$ cat src/rtl/water_reminder_timer.sv
// Drink-water reminder: counts minute ticks in two BCD digits, raises an alert when
// the programmed interval elapses, and handles acknowledge, snooze and missed-alert
// timeout with a three-state FSM. All outputs come straight from registers.
module water_reminder_timer #(
  parameter int unsigned SNOOZE_MIN  = 5,
  parameter int unsigned TIMEOUT_MIN = 10
) (
  input  logic       i_clk,
  input  logic       i_reset,          // synchronous, active-low
  input  logic       i_minute_tick,
  input  logic [3:0] i_interval_tens,
  input  logic [3:0] i_interval_ones,
  input  logic       i_ack,
  input  logic       i_snooze,
  input  logic       i_clr_missed,
  output logic [3:0] o_min0,
  output logic [3:0] o_min1,
  output logic       o_alert,
  output logic [3:0] o_missed_count,
  output logic [1:0] o_state
);

  typedef enum logic [1:0] {
    StCounting = 2'b00,
    StAlert    = 2'b01,
    StSnooze   = 2'b10
  } state_e;

  state_e     r_state;
  logic [3:0] r_min0;
  logic [3:0] r_min1;
  logic       r_alert;
  logic [3:0] r_missed;

  logic       w_interval_bad;
  logic [7:0] w_interval;
  logic [7:0] w_count_bin;
  logic [7:0] w_limit;
  logic       w_hit;
  logic [3:0] w_min0_inc;
  logic [3:0] w_min1_inc;
  logic [3:0] w_missed_inc;

  // Effective interval: out-of-range digits or a zero interval fall back to 60 minutes.
  always_comb begin
    w_interval_bad = (i_interval_tens > 4'd9) || (i_interval_ones > 4'd9) ||
                     ((i_interval_tens == 4'd0) && (i_interval_ones == 4'd0));
    if (w_interval_bad) begin
      w_interval = 8'd60;
    end else begin
      w_interval = ({4'd0, i_interval_tens} * 8'd10) + {4'd0, i_interval_ones};
    end
  end

  // Binary view of the BCD count and the limit that applies in the current state.
  always_comb begin
    w_count_bin = ({4'd0, r_min1} * 8'd10) + {4'd0, r_min0};
    unique case (r_state)
      StAlert:  w_limit = 8'(TIMEOUT_MIN);
      StSnooze: w_limit = 8'(SNOOZE_MIN);
      default:  w_limit = w_interval;
    endcase
    // Compare with >= so that lowering the interval mid-count fires on the next tick.
    w_hit = (w_count_bin + 8'd1) >= w_limit;
  end

  // Next BCD count value and saturating missed-count increment.
  always_comb begin
    if (r_min0 == 4'd9) begin
      w_min0_inc = 4'd0;
      w_min1_inc = (r_min1 == 4'd9) ? 4'd0 : r_min1 + 4'd1;
    end else begin
      w_min0_inc = r_min0 + 4'd1;
      w_min1_inc = r_min1;
    end
    w_missed_inc = (r_missed == 4'd9) ? 4'd9 : r_missed + 4'd1;
  end

  // FSM, minute counter, alert flag and missed counter, all updated on the same edge.
  always_ff @(posedge i_clk) begin
    if (!i_reset) begin
      r_state  <= StCounting;
      r_min0   <= 4'd0;
      r_min1   <= 4'd0;
      r_alert  <= 1'b0;
      r_missed <= 4'd0;
    end else begin
      unique case (r_state)
        StCounting: begin
          // snooze has no meaning here, so it neither acts nor blocks the tick
          if (i_ack) begin
            r_min0 <= 4'd0;
            r_min1 <= 4'd0;
          end else if (i_minute_tick) begin
            if (w_hit) begin
              r_state <= StAlert;
              r_alert <= 1'b1;
              r_min0  <= 4'd0;
              r_min1  <= 4'd0;
            end else begin
              r_min0 <= w_min0_inc;
              r_min1 <= w_min1_inc;
            end
          end
        end

        StAlert: begin
          if (i_ack) begin
            r_state <= StCounting;
            r_alert <= 1'b0;
            r_min0  <= 4'd0;
            r_min1  <= 4'd0;
          end else if (i_snooze) begin
            r_state <= StSnooze;
            r_alert <= 1'b0;
            r_min0  <= 4'd0;
            r_min1  <= 4'd0;
          end else if (i_minute_tick) begin
            if (w_hit) begin
              r_state  <= StCounting;
              r_alert  <= 1'b0;
              r_min0   <= 4'd0;
              r_min1   <= 4'd0;
              r_missed <= w_missed_inc;
            end else begin
              r_min0 <= w_min0_inc;
              r_min1 <= w_min1_inc;
            end
          end
        end

        StSnooze: begin
          if (i_ack) begin
            r_state <= StCounting;
            r_min0  <= 4'd0;
            r_min1  <= 4'd0;
          end else if (i_snooze) begin
            r_min0 <= 4'd0;
            r_min1 <= 4'd0;
          end else if (i_minute_tick) begin
            if (w_hit) begin
              r_state <= StAlert;
              r_alert <= 1'b1;
              r_min0  <= 4'd0;
              r_min1  <= 4'd0;
            end else begin
              r_min0 <= w_min0_inc;
              r_min1 <= w_min1_inc;
            end
          end
        end

        default: begin
          // unused encoding: recover to a clean COUNTING state
          r_state <= StCounting;
          r_alert <= 1'b0;
          r_min0  <= 4'd0;
          r_min1  <= 4'd0;
        end
      endcase

      // Clear overrides any timeout increment made above in the same cycle.
      if (i_clr_missed) begin
        r_missed <= 4'd0;
      end
    end
  end

  assign o_min0         = r_min0;
  assign o_min1         = r_min1;
  assign o_alert        = r_alert;
  assign o_missed_count = r_missed;
  assign o_state        = r_state;

endmodule

$ cat config.mk
export PLATFORM = sky130hd
export DESIGN_NAME = water_reminder_timer
export DESIGN_NICKNAME = d
export VERILOG_FILES = /design/src/rtl/water_reminder_timer.sv
export SDC_FILE = /design/constraint.sdc
export NUM_CORES = 1
export LEC_CHECK = 0
export ABC_AREA = 1
export CORE_MARGIN = 8
export CORE_UTILIZATION = 54
export CTS_CLUSTER_DIAMETER = 30
export DETAILED_ROUTE_END_ITERATION = 16
export GPL_ROUTABILITY_DRIVEN = 0
export PLACE_DENSITY = 0.85
export SLEW_MARGIN = 20
export SYNTH_ARGS = -nofsm -noshare
export SYNTH_HDL_FRONTEND = slang
export SYNTH_SLANG_ARGS = --single-unit
$ cat constraint.sdc
create_clock -name i_clk -period 3.5 [get_ports i_clk]
set_input_delay 0.525 -clock i_clk [delete_from_list [all_inputs] [get_ports i_clk]]
set_output_delay 0.525 -clock i_clk [all_outputs]
set_load 0.02 [all_outputs]
; After elaboration in Yosys (flattened, before gate mapping)
; Cells that the tools add are included.
[totals]
output_inout_bits = 15
latchBits = 0
mem_count = 0
ramBits = 0
register_bits = 15
romBits = 0
wordCells = 79
in_bits = 14
[op_classes]
mul = 2
n_div = 0
order_cmp = 3
bitwise = 3
n_reduce_logical = 11
add_sub_neg = 6
eq_ne = 11
n_shift = 0
mux = 38
[op_table]
columns = cell, count
row1 = $mux 4, 14
row2 = $mux 2, 9
row3 = $add 8x4->8, 2
row4 = $pmux 4 s2, 2
row5 = $pmux 8 s2, 1
row6 = $mul 4x3->7 const B, 2
row7 = $add 4x1->4 const B, 3
row8 = $eq 4x4->1 const B, 3
row9 = $reduce_and 5->1, 2
row10 = $mux 1, 9
row11 = $add 8x1->8 const B, 1
row12 = $ge 8x8->1, 1
row13 = $gt 4x4->1 const B, 2
row14 = $logic_not 4->1, 2
row15 = $mux 8, 1
row16 = $ne 4x4->1 const B, 2
row17 = $ne 2x2->1 const B, 3
row18 = $pmux 2 s3, 1
row19 = $reduce_and 4->1, 1
row20 = $reduce_or 2->1, 2
row21 = $ne 3x3->1 const B, 1
row22 = $not 1->1, 3
row23 = $pmux 1 s3, 1
row24 = $eq 2x1->1 const B, 1
row25 = 4 further kinds, 5

; Depth between registers and ports, before layout
; Gate-level depths: netlist of run 1.
[logic_depth]
depth_word = 11
depth_mapped = 23
depth_no_buf = 23

; Worst setup path before layout of run 1
; Ideal clock, no wire load.
[synth_path]
path_type = flip-flop to flip-flop
start = register r_min1[3] (netlist: o_min1[3])
end = register r_state[1] (netlist: o_state[1])
setup_slack_ns = 0.505
arrival_time_ns = 2.882
setup_ns = 0.113
n_path_buf = 0
stages_incl_launch_ff = 17
required_time_ns = 3.387
period_less_slack_ns = 2.995
cell_sequence = dfxtp_1 -> ha_1 -> ha_1 -> fa_1 -> xor2_1 -> nand3_1 -> xnor2_1 -> ha_1 -> a21oi_1 -> o21a_2 -> nand2_4 -> nand2_4 -> nand2_4 -> nand2_4 -> inv_2 -> nand3_1 -> nand2_1
[synth_via]
elab_chain_cells = 9
word_cells_on_any_way = 12
cone_classes = add/sub: 2 / mul: 1 / order compare: 1 / eq/ne: 1 / mux: 6 / reduce/logical: 1
[synth_rtl]
columns = element, line
row1 = start: declaration, 31  ; logic [3:0] r_min1;
row2 = start signal: assignment, 102  ; r_min1 <= w_min1_inc;
row3 = start signal: assignment, 127  ; r_min1 <= w_min1_inc;
row4 = start signal: assignment, 148  ; r_min1 <= w_min1_inc;
row5 = $mul 4x3->7 *, 57  ; w_count_bin = ({4'd0, r_min1} * 8'd10) + {4'd0, r_min0};
row6 = $add 8x4->8 *, 57
row7 = $add 8x1->8 *, 64  ; w_hit = (w_count_bin + 8'd1) >= w_limit;
row8 = $ge 8x8->1 *, 64
row9 = $mux 2 (4 in a row), --
row10 = $pmux 2 s3, --
row11 = end signal: assignment, 82  ; r_state <= StCounting;
row12 = end signal: assignment, 96  ; r_state <= StAlert;
row13 = end signal: assignment, 109  ; r_state <= StCounting;
row14 = end: declaration, 29  ; state_e r_state;
; Mark *: on every way between the ends. The rest lies on a longest branch, timed or not. The select of a mux whose other input is x is not followed.
; A chain may end at the register's enable or synchronous reset.

; Final worst setup path of run 1
[layout_path]
start = input port i_interval_tens[1]
end = register r_missed[0] (netlist: o_missed_count[0])
[layout_via]
elab_chain_cells = 7
word_cells_on_any_way = 11
cone_classes = add/sub: 1 / mul: 1 / order compare: 2 / mux: 2 / reduce/logical: 5
[layout_rtl]
columns = element, line
row1 = start: declaration, 11  ; input logic [3:0] i_interval_tens,
row2 = branches (longest 3 deep; another with $add 8x4->8), --
row3 = $mux 8 *, 48  ; if (w_interval_bad) begin
row4 = $pmux 8 s2 *, 58  ; unique case (r_state)
row5 = $ge 8x8->1 *, 64
row6 = $reduce_and 5->1 (no line) *, --
row7 = end signal: assignment, 124  ; r_missed <= w_missed_inc;
row8 = end: declaration, 33  ; logic [3:0] r_missed;
; Every way passes the cells marked *.

==> results of run 1 <==
[critical path, stage by stage]
cell and delay [ns]:
clkdlybuf4s50_1 0.44, ha_1 0.31, ha_1 0.23, fa_1 0.38, xor2_1 0.18, buf_4 0.14
a31oi_1 0.03, nor2_1 0.11, nand2_1 0.06, ha_1 0.26, nand2_1 0.06, o21a_2 0.24
nand2_4 0.10, nand3_1 0.16, nand2_1 0.15, a21oi_2 0.06
[layout by cell type (no fill, tap or decap), drive strengths merged, types with 2 or more instances in the layout]
cell           synthesis  layout
a211oi                 2       2
a21oi                 18      18
buf                    1       7
clkbuf                 0       3
clkdlybuf4s50          0      28
dfxtp                 15      15
fa                     4       4
ha                    30      30
inv                   38      38
nand2                 52      52
nand3                 19      19
nand4                  7       7
nor2                  26      26
nor3                   2       2
o21ai                 13      13
xnor2                  4       4
xor2                  10      10
[area by class of cell]
| type | count | area [sq um] | area share |
|---|---|---|---|
| multi-input combinational | 197 | 1320 | 0.606 |
| tap | 44 | 55.1 | 0.0253 |
| clock inverter | 1 | 5.00 | 0.00230 |
| timing repair buffer | 35 | 333 | 0.153 |
| clock buffer | 3 | 22.5 | 0.0103 |
| inverter | 38 | 143 | 0.0655 |
| sequential | 15 | 300 | 0.138 |
[repair_timing]
item | CTS | global route
resized for setup | 0 | 1
endpoints found under the setup margin | 0 | 3
setup buffers | 0 | 0
[layer usage]
metal	routed length [um]	vias up
met4	40	0
li1	-	907
met5	0	-
met3	131	4
met1	1800	754
met2	1770	33
[power groups by stage]
stage	logic, mW	clock network (mW)	registers (mW)
global route	0.139	0.113	0.178
global placement	0.118	0	0.181
floorplan	0.0737	0	0.182
CTS	0.122	0.106	0.177
detailed placement	0.121	0	0.181
finish	0.122	0.104	0.177
[flip-flops by register name, summed over array words and instances (netlist names)]
signal and cells:
o_missed_count 4, o_state 2, o_min1 4, o_alert 1
o_min0 4
[stage by stage]
step / setup WS [ns] / power [mW] / hold WS [ns] / area, sq um
after global routing: 0.0106 / 0.429 / 0.564 / 2180
after detailed placement: -0.111 / 0.302 / 0.505 / 2150
after floorplan: 0.505 / 0.256 / 0.560 / 1760
after CTS: 0.199 / 0.405 / 0.523 / 2170
final: 0.216 / 0.403 / 0.522 / 2180
after global placement: -0.0453 / 0.299 / 0.490 / 2150
[cells by family (layout without fill, tap and decap cells)]
group / Yosys count / count (layout) / share of synthesized area
simple gates: 110 / 110 / 0.294
compound gates: 39 / 39 / 0.124
buf+inv: 39 / 77 / 0.0837
fa+ha+maj: 34 / 34 / 0.258
flops: 15 / 15 / 0.170
xor+xnor: 14 / 14 / 0.0695
[worst max path at each step]
stage | start | endpoint | slack [ns] | depth (start not counted)
after global placement | i_interval_tens[1] | o_state[0] | -0.05 | 18
after CTS | i_interval_tens[1] | o_state[1] | 0.20 | 19
after detailed placement | i_interval_tens[1] | o_missed_count[0] | -0.11 | 16
after floorplan | o_min1[3] | o_state[1] | 0.50 | 16
final | i_interval_tens[1] | o_missed_count[0] | 0.22 | 16
after global routing | i_interval_tens[1] | o_state[1] | 0.01 | 19
==> summary.md, run 1 <==
| Metric | Value |
|---|---|
| Die W | 73.2 um |
| Synth cell types | 32 |
| EDFF count, synth | 0 |
| Starting density of the core | 0.573 |
| Total wire length | 3750 um |
| Number of antenna diodes | 0 |
| Reg2reg setup slack | ~0.43 ns |
| Post-synth ARST share | 0 |
| Layout cells sized above 1 | 0.0900 |
| Ys flop type | dfxtp_1 |
| Cell with the most instances after synthesis | nand2_1 |
| Maximum number of pins on one net before global-route repair | 17 |
| Worst vdd ir | 0.188 mV |
| Final nets | 338 |
| Synth top area share | 0.213 |
| Die Ht | between 70 and 80 um |
| Pleak | 1.07 nW |
| Core Rows | 20 |
| Top cells by count, synth | 46 x nand2_1, 37 x inv_1, 30 x ha_1 |
| CTS Buffer Depth | 2 |
| Worst Path Class, Setup | primary input to flip-flop |
| RSZ-0062 raised after global routing | false |
| Outcome | completed |
| Met3 GRT Util | 0.0288 |
| Ports | 29 |
| # hold bufs at CTS | 0 |
| CTS tree | built |
| Number of routed nets with antenna violations | 0 |
| Area of the die | 5350 sq um |
| CTS clk-pin slew, worst paths | 0.09 ns |
| Gate power share | 0.302 |
| FMAX | 304 MHz |
| Drt drc | 0 |
| WP data arrival | 3.46 ns |
| Synthesis-to-layout area growth | 23.5% |
| Crit path required time | 3.68 ns |
| Grt peak-use layer | met2 |
| # H-tree levels | 1 |
| Crit start category | primary input |
| GR Util met2 | 0.259 |
| Area leader, netlist | ha_1 |
| Syn. warnings | 0 |
| R2r endpoint | o_missed_count[0] |
| Setup crit end kind | flip-flop |
| Top cells by area, synth | ha_1 21%, dfxtp_1 17%, nand2_1 9.8% |
| Psw | approximately 0.13 mW |
| Clock Skews | approximately 0.017 ns |
| Seq/Total Area, Yosys | 0.170 |
| Synth Instances | 251 |
| Vias/cell | a little over 5 |
| Final min period | around 3.3 ns |
| IO buf count | 28 |
| Cell Count, Final, Fillers Out | approximately 330 |
| Max-Cap Viols | 0 |
| Synthesized flop and latch total | 15 |
| Worst Path Max Fanout | 5 |
| WL per Instance | 11.3 um |
| First-pass GRT wire length | around 6700 um |
| Clock power share | 0.258 |
| Clock sinks | 15 |
| Mapped Avg Cell Area | 7.03 sq um |
| Internal cell power | 0.271 mW |
| Root Driver | clkbuf_4 |
| Setup_tns | 0 ns |
| PD cells | approximately 180 nW/um^2 |
| Max-slew headroom | 0.591 |
| Crit share post-route | 0.938 |
| HP Class | flip-flop to flip-flop |
| CORE AREA | 3080 sq um |
| Worst r2r src | o_min1[3] |
| Vias in the first global route | about 1600 |
| Grt total ovfl | 0 |
| Final setup vio count | 0 |
| Placed Cells | 329 |
| Layout fillers | 248 |
| Count of final hold-check violations | 0 |
| Clock latency on the worst-skew pair | a little under 0.3 ns |
| Actual slew at the worst max-slew pin | 0.612 ns |
| M1 GR Usage | 0.182 |
| Initial antenna violation count | 0 |
| Switch share | 0.328 |
| Hold Crit Depth | 2 |
| Flop pwr share | 0.440 |
| Slew Viols, Final | 0 |
| Detailed Routing Iterations Pass 1 | 4 |
| DP HPWL | 3100 um |
| Synth Net Count | 299 |
| Initial detailed-routing violation count | 58 |
| TritonCTS Buffers | 3 |
| R2r worst-path depth | 13 |
| Gr usage total | 0.151 |
| Hold path startpoint | o_missed_count[3] |
| Util after Layout | 0.708 |
| Endpoint, Worst Hold | o_missed_count[3] |
| Vias | 1698 |
| Cell Area, Synth | 1760 sq um |
(Power assumes the default switching activity.)
==> run 2: changes to the inputs <==
CORE_MARGIN = 2   (was 8)
==> summary.md, run 2 (synthesis gave the netlist of run 1 again) <==
| Metric | Value |
|---|---|
| Setup crit end kind | flip-flop |
| Ports | 29 |
| Layout fillers | 265 |
| Detailed Routing Iterations Pass 1 | 4 |
| PD cells | 183 nW/um^2 |
| WP data arrival | 3.50 ns |
| RSZ-0062 raised after global routing | false |
| First-pass GRT wire length | 6070 um |
| PnR worst setup slack | ~0.18 ns |
| Core Rows | 20 |
| Crit share post-route | 0.948 |
| Clock sinks | 15 |
| Vias/cell | 4.99 |
| Die Ht | slightly above 60 um |
| Vias | about 1700 |
| Vias in the first global route | roughly 1500 |
| Slew Viols, Final | 0 |
| Starting density of the core | 0.573 |
| CTS clk-pin slew, worst paths | around 0.09 ns |
| Clock latency on the worst-skew pair | 0.29 ns |
| Number of antenna diodes | 0 |
| Post-CTS Resized | 0 |
| Final Power | 0.397 mW |
| Max-Cap Viols | 0 |
| Total wire length | 3440 um |
| Worst vdd ir | between 0.1 and 0.15 mV |
| Hold path startpoint | o_missed_count[2] |
| Maximum number of pins on one net before global-route repair | 17 |
| Most frequent cells in the layout | 46 x nand2_1, 37 x inv_1, 30 x ha_1, 28 x clkdlybuf4s50_1, 24 x nor2_1 |
| CORE AREA | 3080 sq um |
| Drt drc | 0 |
| Area of the die | 3740 sq um |
| Crit start category | primary input |
| Postcts setup bufs | 0 |
| Crit path required time | between 3 and 4 ns |
| Max-slew headroom | 0.600 |
| Synthesis-to-layout area growth | 23.3% |
| Root Driver | clkbuf_4 |
| Count of final hold-check violations | 0 |
| # H-tree levels | 1 |
| Final nets | between 300 and 400 |
| Reg2reg setup slack | about 0.38 ns |
| Number of routed nets with antenna violations | 0 |
| # hold bufs at CTS | 0 |
| Layout cells sized above 1 | 0.0865 |
| Pre-CTS setup slack | -0.117 ns |
| Commonest non-fill, non-tap cell in the layout | nand2_1 |
| Finished Cell Area | 2170 sq um |
| HP Class | flip-flop to flip-flop |
| Initial detailed-routing violation count | between 50 and 60 |
| IO buf count | 28 |
| DP HPWL | 2860 um |
| Util after Layout | 0.707 |
| Actual slew at the worst max-slew pin | 0.598 ns |
| CTS Buffer Depth | 2 |
| TritonCTS Buffers | 3 |
| CP startpoint | i_interval_tens[1] |
| Worst Path Max Fanout | 5 |
| FMAX | 301 MHz |
| Placed Area | around 2100 sq um |
| CTS tree | built |
| Pleak | between 1 and 1.5 nW |
| Clock Skews | ~0.0080 ns |
| Gr usage total | 0.211 |
| Worst r2r src | o_min1[3] |
| Die W | between 60 and 70 um |
| Outcome | completed |
| Initial antenna violation count | 0 |
| WL per Instance | about 10 um |
| Final setup vio count | 0 |
| Setup_tns | 0 ns |
| Grt total ovfl | 0 |
| Final min period | 3.32 ns |
| Worst Path Class, Setup | primary input to flip-flop |
-- run 2: final timing paths --
| kind | endpoint | cells past startpoint |
|---|---|---|
| min | o_missed_count[2] | 2 |
| min reg2reg | o_missed_count[2] | 2 |
| max | o_state[1] | 19 |
| max reg2reg | o_state[1] | 16 |
-- run 2: where the power goes --
group | internal [mW] | switching [mW]
sequential | 0.173 | 0.00432
combinational | 0.0558 | 0.0643
clock | 0.0424 | 0.0576
total | 0.271 | 0.126
-- run 2: cell type report --
cell class / count / area [sq um] / share of cell area
Clock buffer: 3 / 22.5 / 0.0104
Clock inverter: 1 / 5.00 / 0.00230
Inverter: 38 / 143 / 0.0656
Multi-Input combinational cell: 197 / 1320 / 0.605
Sequential cell: 15 / 300 / 0.138
Tap cell: 44 / 55.1 / 0.0253
Timing Repair Buffer: 35 / 333 / 0.153
-- run 2: metrics by stage --
step / std cells / hold WS [ns]
after floorplan: 251 / 0.560
after global placement: 329 / 0.486
after detailed placement: 329 / 0.494
after CTS: 333 / 0.514
after global routing: 333 / 0.535
final: 333 / 0.519
-- run 2: per-layer routing --
layer	routed length (um)	part of all wire	track usage	vias up
li1	-	-	-	909
met1	1650	0.48	0.263	722
met2	1660	0.48	0.383	29
met3	109	0.032	0.0252	2
met4	17	0.0049	0.0559	0
met5	0	0	0	-
-- run 2: worst max-delay path, cell delays in order --
cell and delay, ns:
clkdlybuf4s50_1 0.44, ha_1 0.31, ha_1 0.23, fa_1 0.38
xor2_1 0.20, nand3_1 0.12, a21oi_1 0.13, nor2_1 0.06
nand2_1 0.05, ha_1 0.23, a21oi_1 0.18, o21a_2 0.20
nand2_4 0.08, nand2_4 0.10, nand2_4 0.07, nand2_4 0.07
inv_2 0.03, nand3_1 0.05, nand2_1 0.05
==> run 3: changes to the inputs <==
CORE_MARGIN = 3   (was 2)
CTS_CLUSTER_DIAMETER = unset   (was 30)
==> summary.md, run 3 (synthesis gave the netlist of run 1 again) <==
| Metric | Value |
|---|---|
| Crit path required time | 3.69 ns |
| Worst Path Max Fanout | 5 |
| FMAX | between 300 and 400 MHz |
| CTS Buffer Depth | 2 |
| Worst-path cell chain | clkdlybuf4s50_1 > ha_1 > ha_1 > fa_2 > nand3_1 > a21oi_1 > nor2_1 > nand2_1 > ha_1 > a21oi_1 > o21a_2 > nand2_4 > nand2_4 > nand2_4 > nand2_4 > inv_2 > nand3_1 > nand2_1 |
| Slew Viols, Final | 0 |
| Initial antenna violation count | 0 |
| Root Driver | clkbuf_4 |
| WP buf/inv | 2 |
| Hold Crit Depth | 2 |
| First-pass GRT wire length | 6380 um |
| Actual slew at the worst max-slew pin | 0.590 ns |
| TritonCTS Buffers | 3 |
| Vias | 1690 |
| WP data arrival | 3.46 ns |
| Commonest non-fill, non-tap cell in the layout | nand2_1 |
| HP Class | flip-flop to flip-flop |
| Largest delay share family, worst path | adder cells |
| Worst vdd ir | 0.207 mV |
| CP startpoint | i_interval_tens[1] |
| Final setup vio count | 0 |
| Layout fillers | around 270 |
| Area of the die | around 4000 sq um |
| CORE AREA | approximately 3000 sq um |
| Grt total ovfl | 0 |
| # hold bufs at CTS | 0 |
| Worst path slowest cell | fa_2 |
| Slowest cell delay on critical path | 0.57 ns |
| Pre-CTS setup slack | -0.137 ns |
| Worst Path Class, Setup | primary input to flip-flop |
| Ports | 29 |
| Initial detailed-routing violation count | 46 |
| CTS tree | built |
| Clock latency on the worst-skew pair | 0.29 ns |
| DP HPWL | about 3000 um |
| Crit start category | primary input |
| PnR worst setup slack | 0.236 ns |
| Pleak | ~1.1 nW |
| Drt drc | 0 |
| PD cells | 183 nW/um^2 |
| Postcts setup bufs | 0 |
| Setup crit end kind | flip-flop |
| Final nets | 338 |
| R2r worst-path depth | 16 |
| Number of antenna diodes | 0 |
| Worst r2r src | o_min1[3] |
| Outcome | completed |
| Most common cell type on the critical path | nand2_4 |
| Detailed Routing Iterations Pass 1 | 4 |
| Die Ht | 63.2 um |
| Setup_tns | 0 ns |
| Logic depth of the worst path, buffers included | 18 |
| Final Power | 0.400 mW |
| WL per Instance | 10.6 um |
| Crit share post-route | 0.933 |
| Core Rows | 20 |
| Die W | 63.2 um |
| Gr usage total | 0.192 |
| Count of final hold-check violations | 0 |
| R2r endpoint | o_state[1] |
| Clock sinks | 15 |
| Hold Slack | 0.510 ns |
| Total wire length | ~3500 um |
| Vias/cell | between 5 and 6 |
| Vias in the first global route | 1550 |
| Starting density of the core | 0.573 |
| Max-slew headroom | 0.605 |
| Most frequent cells in the layout | 46 x nand2_1, 37 x inv_1, 30 x ha_1, 28 x clkdlybuf4s50_1, 24 x nor2_1 |
| RSZ-0062 raised after global routing | false |
| CTS clk-pin slew, worst paths | 0.09 ns |
| Reg2reg setup slack | 0.41 ns |
| Final min period | roughly 3.3 ns |
| Clock Skews | 0.00375 ns |
| Layout cells sized above 1 | 0.0934 |
| IO buf count | 28 |
| Synthesis-to-layout area growth | 23.8% |
| Number of routed nets with antenna violations | 0 |
| Maximum number of pins on one net before global-route repair | 17 |
| Crit path to | o_state[1] |
| Max-Cap Viols | 0 |
| # H-tree levels | 1 |
-- run 3: power by group --
group / total [mW] / internal (mW) / switching, mW
logic: 0.122 / 0.0558 / 0.0657
registers: 0.177 / 0.173 / 0.00446
clock network: 0.102 / 0.0425 / 0.0591
-- run 3: worst register-to-register path: stages, from the launching register on --
cell     delay (ns)
dfxtp_1        0.48
ha_1           0.29
ha_1           0.23
fa_1           0.38
xor2_1         0.22
nand3_1        0.12
xnor2_1        0.14
ha_1           0.31
a21oi_1        0.16
o21a_2         0.20
nand2_4        0.08
nand2_4        0.10
nand2_4        0.07
nand2_4        0.07
inv_2          0.03
nand3_1        0.05
nand2_1        0.04
-- run 3: stage by stage --
| stage | instance area (sq um) | std cells | utilization |
|---|---|---|---|
| after floorplan | 1760 | 251 | - |
| after global placement | 2150 | 329 | 0.698 |
| after detailed placement | 2150 | 329 | 0.698 |
| after CTS | 2170 | 333 | 0.707 |
| after global routing | 2180 | 333 | 0.710 |
| final | 2180 | 333 | 0.710 |
-- run 3: area by class of cell --
| class | count | area (sq um) | area share |
|---|---|---|---|
| multi-input combinational | 197 | 1330 | 0.607 |
| timing repair buffer | 35 | 333 | 0.152 |
| sequential | 15 | 300 | 0.137 |
| inverter | 38 | 143 | 0.0653 |
| tap | 44 | 55.1 | 0.0252 |
| clock buffer | 3 | 22.5 | 0.0103 |
| clock inverter | 1 | 5.00 | 0.00229 |
-- run 3: per-layer routing --
layer / vias up / share of wire / wire (um) / track usage
li1: 905 / - / - / -
met1: 750 / 0.48 / 1720 / 0.243
met2: 26 / 0.47 / 1650 / 0.328
met3: 9 / 0.028 / 99 / 0.0303
met4: 0 / 0.019 / 68 / 0.0661
met5: - / 0 / 0 / 0
-- run 3: worst min-delay path by stage --
stage	startpoint	slack (ns)	endpoint
CTS	o_missed_count[2]	0.51	o_missed_count[2]
global placement	o_missed_count[2]	0.49	o_missed_count[2]
finish	o_missed_count[2]	0.51	o_missed_count[2]
global route	o_missed_count[2]	0.54	o_missed_count[2]
detailed placement	o_missed_count[2]	0.49	o_missed_count[2]
floorplan	o_missed_count[2]	0.56	o_missed_count[2]
-- run 3: repair_timing --
item,in CTS,in global routing
hold endpoints to repair,0,0
resized for setup,0,2
endpoints found under the setup margin,0,12
